===== src/rtl/res_station.sv =====
// Reservation station: addressed slots capture CDB operands and issue the
// lowest-index ready uop through a valid/ready issue register.
package res_station_pkg;
    localparam int unsigned RES_ST_AW       = 3;
    localparam int unsigned RES_ST_OP_WIDTH = 4;
    localparam int unsigned RES_ST_DW       = 32;

    typedef logic [RES_ST_AW-1:0]       res_st_addr_t;
    typedef logic [RES_ST_OP_WIDTH-1:0] res_st_op_t;

    typedef struct packed {
        logic                 busy;
        res_st_op_t           op;
        res_st_addr_t         qj;
        res_st_addr_t         qk;
        logic [RES_ST_DW-1:0] vj;
        logic [RES_ST_DW-1:0] vk;
        logic [RES_ST_DW-1:0] a;
    } res_st_cell_t;

    typedef struct packed {
        res_st_addr_t         tag;
        res_st_op_t           op;
        logic [RES_ST_DW-1:0] vj;
        logic [RES_ST_DW-1:0] vk;
        logic [RES_ST_DW-1:0] a;
    } res_st_issue_t;
endpackage

module res_station
    import res_station_pkg::*;
(
    input  logic                       clk,
    input  logic                       rst,
    input  logic                       flush_in,
    input  logic                       wr_en_in,
    input  res_st_addr_t               wr_addr_in,
    input  res_st_cell_t               wr_data_in,
    output logic                       wr_err_out,
    input  logic                       cdb_valid_in,
    input  res_st_addr_t               cdb_tag_in,
    input  logic [RES_ST_DW-1:0]       cdb_data_in,
    input  logic                       issue_ready_in,
    output logic                       issue_valid_out,
    output res_st_addr_t               issue_tag_out,
    output logic [RES_ST_OP_WIDTH-1:0] issue_op_out,
    output logic [RES_ST_DW-1:0]       issue_vj_out,
    output logic [RES_ST_DW-1:0]       issue_vk_out,
    output logic [RES_ST_DW-1:0]       issue_a_out,
    output logic [RES_ST_AW:0]         free_count_out,
    output logic                       full_out
);
    localparam int unsigned AW    = $bits(res_st_addr_t);
    localparam int unsigned DEPTH = 2 ** AW;
    localparam int unsigned CW    = AW + 1;

    res_st_cell_t  slots    [DEPTH];
    res_st_cell_t  slot_nxt [DEPTH];
    res_st_cell_t  wr_cell;
    res_st_issue_t iss_q, iss_d;
    logic          iss_valid_d;
    logic          wr_err_d;
    logic [DEPTH-1:0] rdy;
    res_st_addr_t  sel;
    logic          sel_valid;
    logic          issue_load;
    logic          cdb_hit;
    logic [CW-1:0] free_cnt;

    assign cdb_hit = cdb_valid_in && (cdb_tag_in != '0);

    // Ready vector and lowest-index select over slots 1..DEPTH-1 (pre-edge contents)
    always_comb begin
        rdy       = '0;
        sel       = '0;
        sel_valid = 1'b0;
        for (int i = 1; i < DEPTH; i++) begin
            rdy[i] = slots[i].busy && (slots[i].qj == '0) && (slots[i].qk == '0);
        end
        for (int i = DEPTH - 1; i >= 1; i--) begin
            if (rdy[i]) begin
                sel_valid = 1'b1;
                sel       = AW'(i);
            end
        end
    end

    assign issue_load = sel_valid && (!issue_valid_out || issue_ready_in);

    // Incoming uop with same-cycle CDB bypass applied
    always_comb begin
        wr_cell      = wr_data_in;
        wr_cell.busy = 1'b1;
        if (cdb_hit && (wr_data_in.qj == cdb_tag_in)) begin
            wr_cell.vj = cdb_data_in;
            wr_cell.qj = '0;
        end
        if (cdb_hit && (wr_data_in.qk == cdb_tag_in)) begin
            wr_cell.vk = cdb_data_in;
            wr_cell.qk = '0;
        end
    end

    // Slot next state: flush > write > dequeue > wakeup
    always_comb begin
        for (int i = 0; i < DEPTH; i++) begin
            slot_nxt[i] = slots[i];
            if (flush_in) begin
                slot_nxt[i].busy = 1'b0;
            end else begin
                if (slots[i].busy && cdb_hit && (slots[i].qj == cdb_tag_in)) begin
                    slot_nxt[i].vj = cdb_data_in;
                    slot_nxt[i].qj = '0;
                end
                if (slots[i].busy && cdb_hit && (slots[i].qk == cdb_tag_in)) begin
                    slot_nxt[i].vk = cdb_data_in;
                    slot_nxt[i].qk = '0;
                end
                if (issue_load && (sel == AW'(i))) begin
                    slot_nxt[i].busy = 1'b0;
                end
                if (wr_en_in && (i != 0) && (wr_addr_in == AW'(i))) begin
                    slot_nxt[i] = wr_cell;
                end
            end
        end
    end

    // Issue register and write-error next state
    always_comb begin
        iss_d       = iss_q;
        iss_valid_d = issue_valid_out;
        wr_err_d    = 1'b0;
        if (flush_in) begin
            iss_valid_d = 1'b0;
        end else begin
            wr_err_d = wr_en_in && ((wr_addr_in == '0) || slots[wr_addr_in].busy);
            if (issue_load) begin
                iss_valid_d = 1'b1;
                iss_d.tag   = sel;
                iss_d.op    = slots[sel].op;
                iss_d.vj    = slots[sel].vj;
                iss_d.vk    = slots[sel].vk;
                iss_d.a     = slots[sel].a;
            end else if (issue_ready_in) begin
                iss_valid_d = 1'b0;
            end
        end
    end

    always_ff @(posedge clk or posedge rst) begin
        if (rst) begin
            for (int i = 0; i < DEPTH; i++) begin
                slots[i] <= '0;
            end
            iss_q           <= '0;
            issue_valid_out <= 1'b0;
            wr_err_out      <= 1'b0;
        end else begin
            for (int i = 0; i < DEPTH; i++) begin
                slots[i] <= slot_nxt[i];
            end
            iss_q           <= iss_d;
            issue_valid_out <= iss_valid_d;
            wr_err_out      <= wr_err_d;
        end
    end

    // Free slots among 1..DEPTH-1; slot 0 is the "operand ready" tag
    always_comb begin
        free_cnt = '0;
        for (int i = 1; i < DEPTH; i++) begin
            if (!slots[i].busy) begin
                free_cnt = free_cnt + CW'(1);
            end
        end
    end

    assign free_count_out = free_cnt;
    assign full_out       = (free_cnt == '0);
    assign issue_tag_out  = iss_q.tag;
    assign issue_op_out   = iss_q.op;
    assign issue_vj_out   = iss_q.vj;
    assign issue_vk_out   = iss_q.vk;
    assign issue_a_out    = iss_q.a;
endmodule


===== config.mk =====
export PLATFORM = sky130hd
export DESIGN_NAME = res_station
export DESIGN_NICKNAME = d
export VERILOG_FILES = /design/src/rtl/res_station.sv
export SDC_FILE = /design/constraint.sdc
export NUM_CORES = 2
export LEC_CHECK = 0
export ABC_AREA = 1
export BUFFER_PORTS_ARGS = -buffer_cell sky130_fd_sc_hd__buf_2
export CAP_MARGIN = 20
export CELL_PAD_IN_SITES_DETAIL_PLACEMENT = 1
export CELL_PAD_IN_SITES_GLOBAL_PLACEMENT = 1
export CORE_MARGIN = 4
export CORE_UTILIZATION = 28
export DETAILED_ROUTE_END_ITERATION = 10
export HOLD_SLACK_MARGIN = 0.1
export PLACE_DENSITY = 0.52
export SLEW_MARGIN = 20
export SYNTH_ARGS = -nofsm -noshare
export SYNTH_HDL_FRONTEND = slang
export SYNTH_SLANG_ARGS = --single-unit

===== constraint.sdc =====
create_clock -name clk -period 27.8 [get_ports clk]
set_input_delay 1.39 -clock clk [delete_from_list [all_inputs] [get_ports clk]]
set_output_delay 1.39 -clock clk [all_outputs]
set_load 0.1 [all_outputs]

==> flow_metrics.py <==
metrics = {
    "routing": {
        "drtAntennaViolNets": 0,
        "vias": 40700,
        "drtPass1Iterations": 5,
        "drt_iter0_drc": 2442,
        "drc": 0,
        "wl_per_cell_um": 22.2,
        "wirelength_mm": 181,
        "avgViaCountPerCell": 4.99,
    },
    "die": {
        "row_count": 146,
        "die_area_um2": 167000,
        "core-area_um2": 159000,
        "dieWidth_um": 408,
        "ios": 261,
        "start_util_pct": 28.3,
        "die_h_um": 408,
    },
    "clock_network": {
        "clk_pin_slew_ns": 0.06,
        "cts_hold_buf": 0,
        "cts.path.max_buffers": 3,
        "cts_root_buffer": "clkbuf_16",
        "h-tree-depth": 3,
        "cts_made_buffers": 106,
        "insertion_delay_ns": 0.72,
        "cts.sinks": 854,
        "cts_tree": "yes",
        "cts_resized": 0,
        "cts_setup_buffers": 0,
    },
    "sta": {
        "max_freq_ghz": 0.169,
        "worst_slack_ns": 21.87,
        "setup_viol": 0,
        "period_minus_slack_ns": 5.93,
        "finClkSkew_ns": 0.0190,
        "finalHoldViolCount": 0,
        "fin_crit_sh_pct": 21.3,
        "maxSlewViolCount": 0,
        "tightest_slew_ns": 1.14,
        "tns_ns": 0,
        "relSlewSlack_pct": 24.1,
        "grt_setup_unrepaired": "false",
    },
    "logic_synthesis": {
        "avgSynthCellArea_um2": 7.49,
        "seq_area_frac_synth_pct": 47.6,
        "yosys_warnings": 0,
        "synth_area_um2": 44900,
        "synth_area_leader_cell": "dfrtp_1",
        "ys_ff_latch": 854,
        "syn_inst": 5998,
        "synthTopCellsByArea": "dfrtp_1 48%, nand2_1 15%, nand3_1 9.3%, o21ai_0 9.1%, inv_1 4.6%",
        "synth_cell_type_count": 41,
        "synthDominantCellAreaShare_pct": 47.6,
        "synth_nets": 6156,
    },
    "worst_setup_path": {
        "cp-start-kind": "flip-flop",
        "crit_path_cell_trace": "inv_1 > ha_1 > inv_1 > nand2_1 > nand2_1 > inv_1 > ha_1 > or2_2 > nand2_1 > inv_1 > nand2_1 > nand3_1 > nand2_1 > ha_1 > or2_2 > nand3_1 > nor2_1 > nand2_1 > nand2_1 > inv_1 > nand3_1 > nor2_1 > buf_2",
        "ff2ff_path_depth": 13,
        "crit_path_end_kind": "primary output",
        "critPathKind": "reg -> out",
        "cp.required_ns": 26.41,
        "cp_common_cell": "nand2_1",
        "worstPathMaxFanout": 7,
        "cp_slowest_cell": "dfrtp_1",
        "max_stage_delay_ns": 0.57,
        "worstPathArrival_ns": 4.54,
    },
    "global_route": {
        "grt_overflow": 0,
        "grt.total_usage_pct": 21.4,
        "grt_max_degree": 152,
        "grt_pass1_wl_mm": 273,
        "grt_pass1_vias": 41900,
        "antenna_found_initial": 21,
    },
    "placed_design": {
        "io_buffers": 259,
        "place.gp.congestion": 0.733,
        "post-dp-hpwl_mm": 103,
        "place_ws_ns": 22.60,
    },
    "power": {
        "switchingPower_mw": 1.39,
        "p_int_mw": 2.63,
        "ir_drop_mv": 0.0555,
        "swShare_pct": 34.6,
        "p_leak_nw": 25.1,
        "power_frac_clock_pct": 35.9,
        "power.total_mw": 4.02,
        "pwr-share-seq_pct": 42.6,
        "powerDensity_nw_per_um2": 78.5,
        "comb_power_share_pct": 21.5,
    },
    "job": {
        "maxCapViolations": 0,
    },
    "hold_path": {
        "hold_class": "reg -> reg",
        "holdPathStages": 2,
    },
    "final_layout": {
        "fin_nets": 6139,
        "areaGrowthSynthToFinish_pct": 14.1,
        "fillCellCount": 19300,
        "drive_gt1_share_pct": 11.4,
    },
    "status": {
        "status": "complete, no violations",
    },
}
## layer usage
layer / up-vias / track usage, % / part of all wire, %
li1: 19400 / - / -
met3: 183 / 2.99 / 3.6
met1: 20500 / 28.6 / 46
met4: 0 / 4.32 / 2.0
met2: 588 / 37.0 / 48
met5: - / 0 / 0
## sequential cells by signal (all words and copies together), names as in the netlist
| register | cells |
|---|---|
| issue_op_out | 4 |
| issue_a_out | 32 |
| wr_err_out | 1 |
| issue_vk_out | 32 |
| issue_vj_out | 32 |
| issue_valid_out | 1 |
| slots | 749 |
| issue_tag_out | 3 |
## stage by stage
stage	hold slack, ns	instances	area, um2	util [%]
after floorplan	0.453	5998	44900	-
after global placement	0.457	7944	47600	29.9
after detailed placement	0.462	7944	47600	29.9
after CTS	0.486	8141	51200	32.2
after global routing	0.503	8143	51200	32.2
final	0.483	8150	51200	32.2
## final timing paths
| kind | slack (ns) | from | endpoint |
|---|---|---|---|
| worst max-delay path | 21.87 | slots[641]$_DFFE_PP0P_ | full_out |
| worst min-delay path | 0.48 | issue_tag_out[2]$_DFFE_PP0P_ | issue_tag_out[2]$_DFFE_PP0P_ |
| worst max register to register | 23.27 | slots[641]$_DFFE_PP0P_ | issue_a_out[17]$_DFFE_PP0P_ |
| worst min register to register | 0.48 | issue_tag_out[2]$_DFFE_PP0P_ | issue_tag_out[2]$_DFFE_PP0P_ |
| max in group asynchronous | 23.89 | rst | slots[9]$_DFFE_PP0P_ |
| min in group asynchronous | 0.83 | rst | slots[669]$_DFFE_PP0P_ |
## placed cells by master (no fill, tap or decap), types with 3 or more instances in the layout
| cell | instances |
|---|---|
| nand4_1 | 6 |
| or2_0 | 29 |
| nand2_1 | 1764 |
| o211ai_1 | 6 |
| dfrtp_1 | 854 |
| inv_6 | 3 |
| nor2_1 | 92 |
| inv_1 | 547 |
| or2_1 | 24 |
| mux2i_2 | 21 |
| clkinv_2 | 28 |
| o21ai_0 | 814 |
| o21ai_1 | 205 |
| mux2_2 | 32 |
| xnor2_1 | 6 |
| or2_2 | 13 |
| o41ai_4 | 12 |
| clkbuf_8 | 29 |
| ha_1 | 7 |
| mux2i_1 | 11 |
| inv_2 | 49 |
| o21ai_2 | 21 |
| diode_2 | 8 |
| clkbuf_16 | 108 |
| o22ai_1 | 39 |
| xor2_1 | 29 |
| buf_2 | 259 |
| a31oi_1 | 65 |
| a21oi_1 | 13 |
| nor3_1 | 3 |
| nand3_1 | 838 |
| nand2_2 | 8 |
| clkbuf_1 | 24 |
| bufinv_16 | 7 |
| nor2_2 | 3 |
| buf_4 | 75 |
## kinds of logic after synthesis
group | share of synthesized area [%]
XOR/XNOR | 0.683
AO/OA/AOI/OAI | 14.0
AND/OR/NAND/NOR | 26.2
flip-flops | 47.6
adder cells (fa/ha/maj) | 0.195
buffers and inverters | 9.64
multiplexers | 1.69
## cell type report
class | count | area [um2] | area share, %
sequential | 854 | 21400 | 41.7
clock inverter | 36 | 402 | 0.784
timing repair buffer | 337 | 1930 | 3.76
multi-input combinational | 4075 | 19400 | 37.9
clock buffer | 161 | 3190 | 6.23
antenna | 8 | 20.0 | 0.0391
inverter | 607 | 2310 | 4.50
tap | 2072 | 2590 | 5.06
## worst max-delay path, delay by kind of cell (launching register included)
kind	cells	cell delay [ns]
flops	1	0.57
fa+ha+maj	3	0.88
simple gates	14	1.54
buf+inv	6	0.83
## power by group through the flow
stage	sequential (mW)	combinational, mW	clock, mW
detailed placement	1.73	0.875	0
global placement	1.73	0.861	0
CTS	1.71	0.881	1.49
finish	1.71	0.865	1.45
floorplan	1.91	0.457	0
global route	1.75	0.972	1.54
## synthesized netlist by cell type (all sizes together)
library cell	number
xnor2	6
nor2	96
clkbuf	245
xor2	29
nand3b	1
or2	66
a21boi	2
a21oi	15
mux2i	32
nor3	3
nor4	3
ha	7
dfrtp	854
mux2	32
buf	217
inv	607
a31oi	65
nand3	838
nand2	1775
o211ai	6
o2111ai	1
nand4	7
o22ai	39
o21ai	1040
o41ai	12
Power figures use the tool's default switching activity.
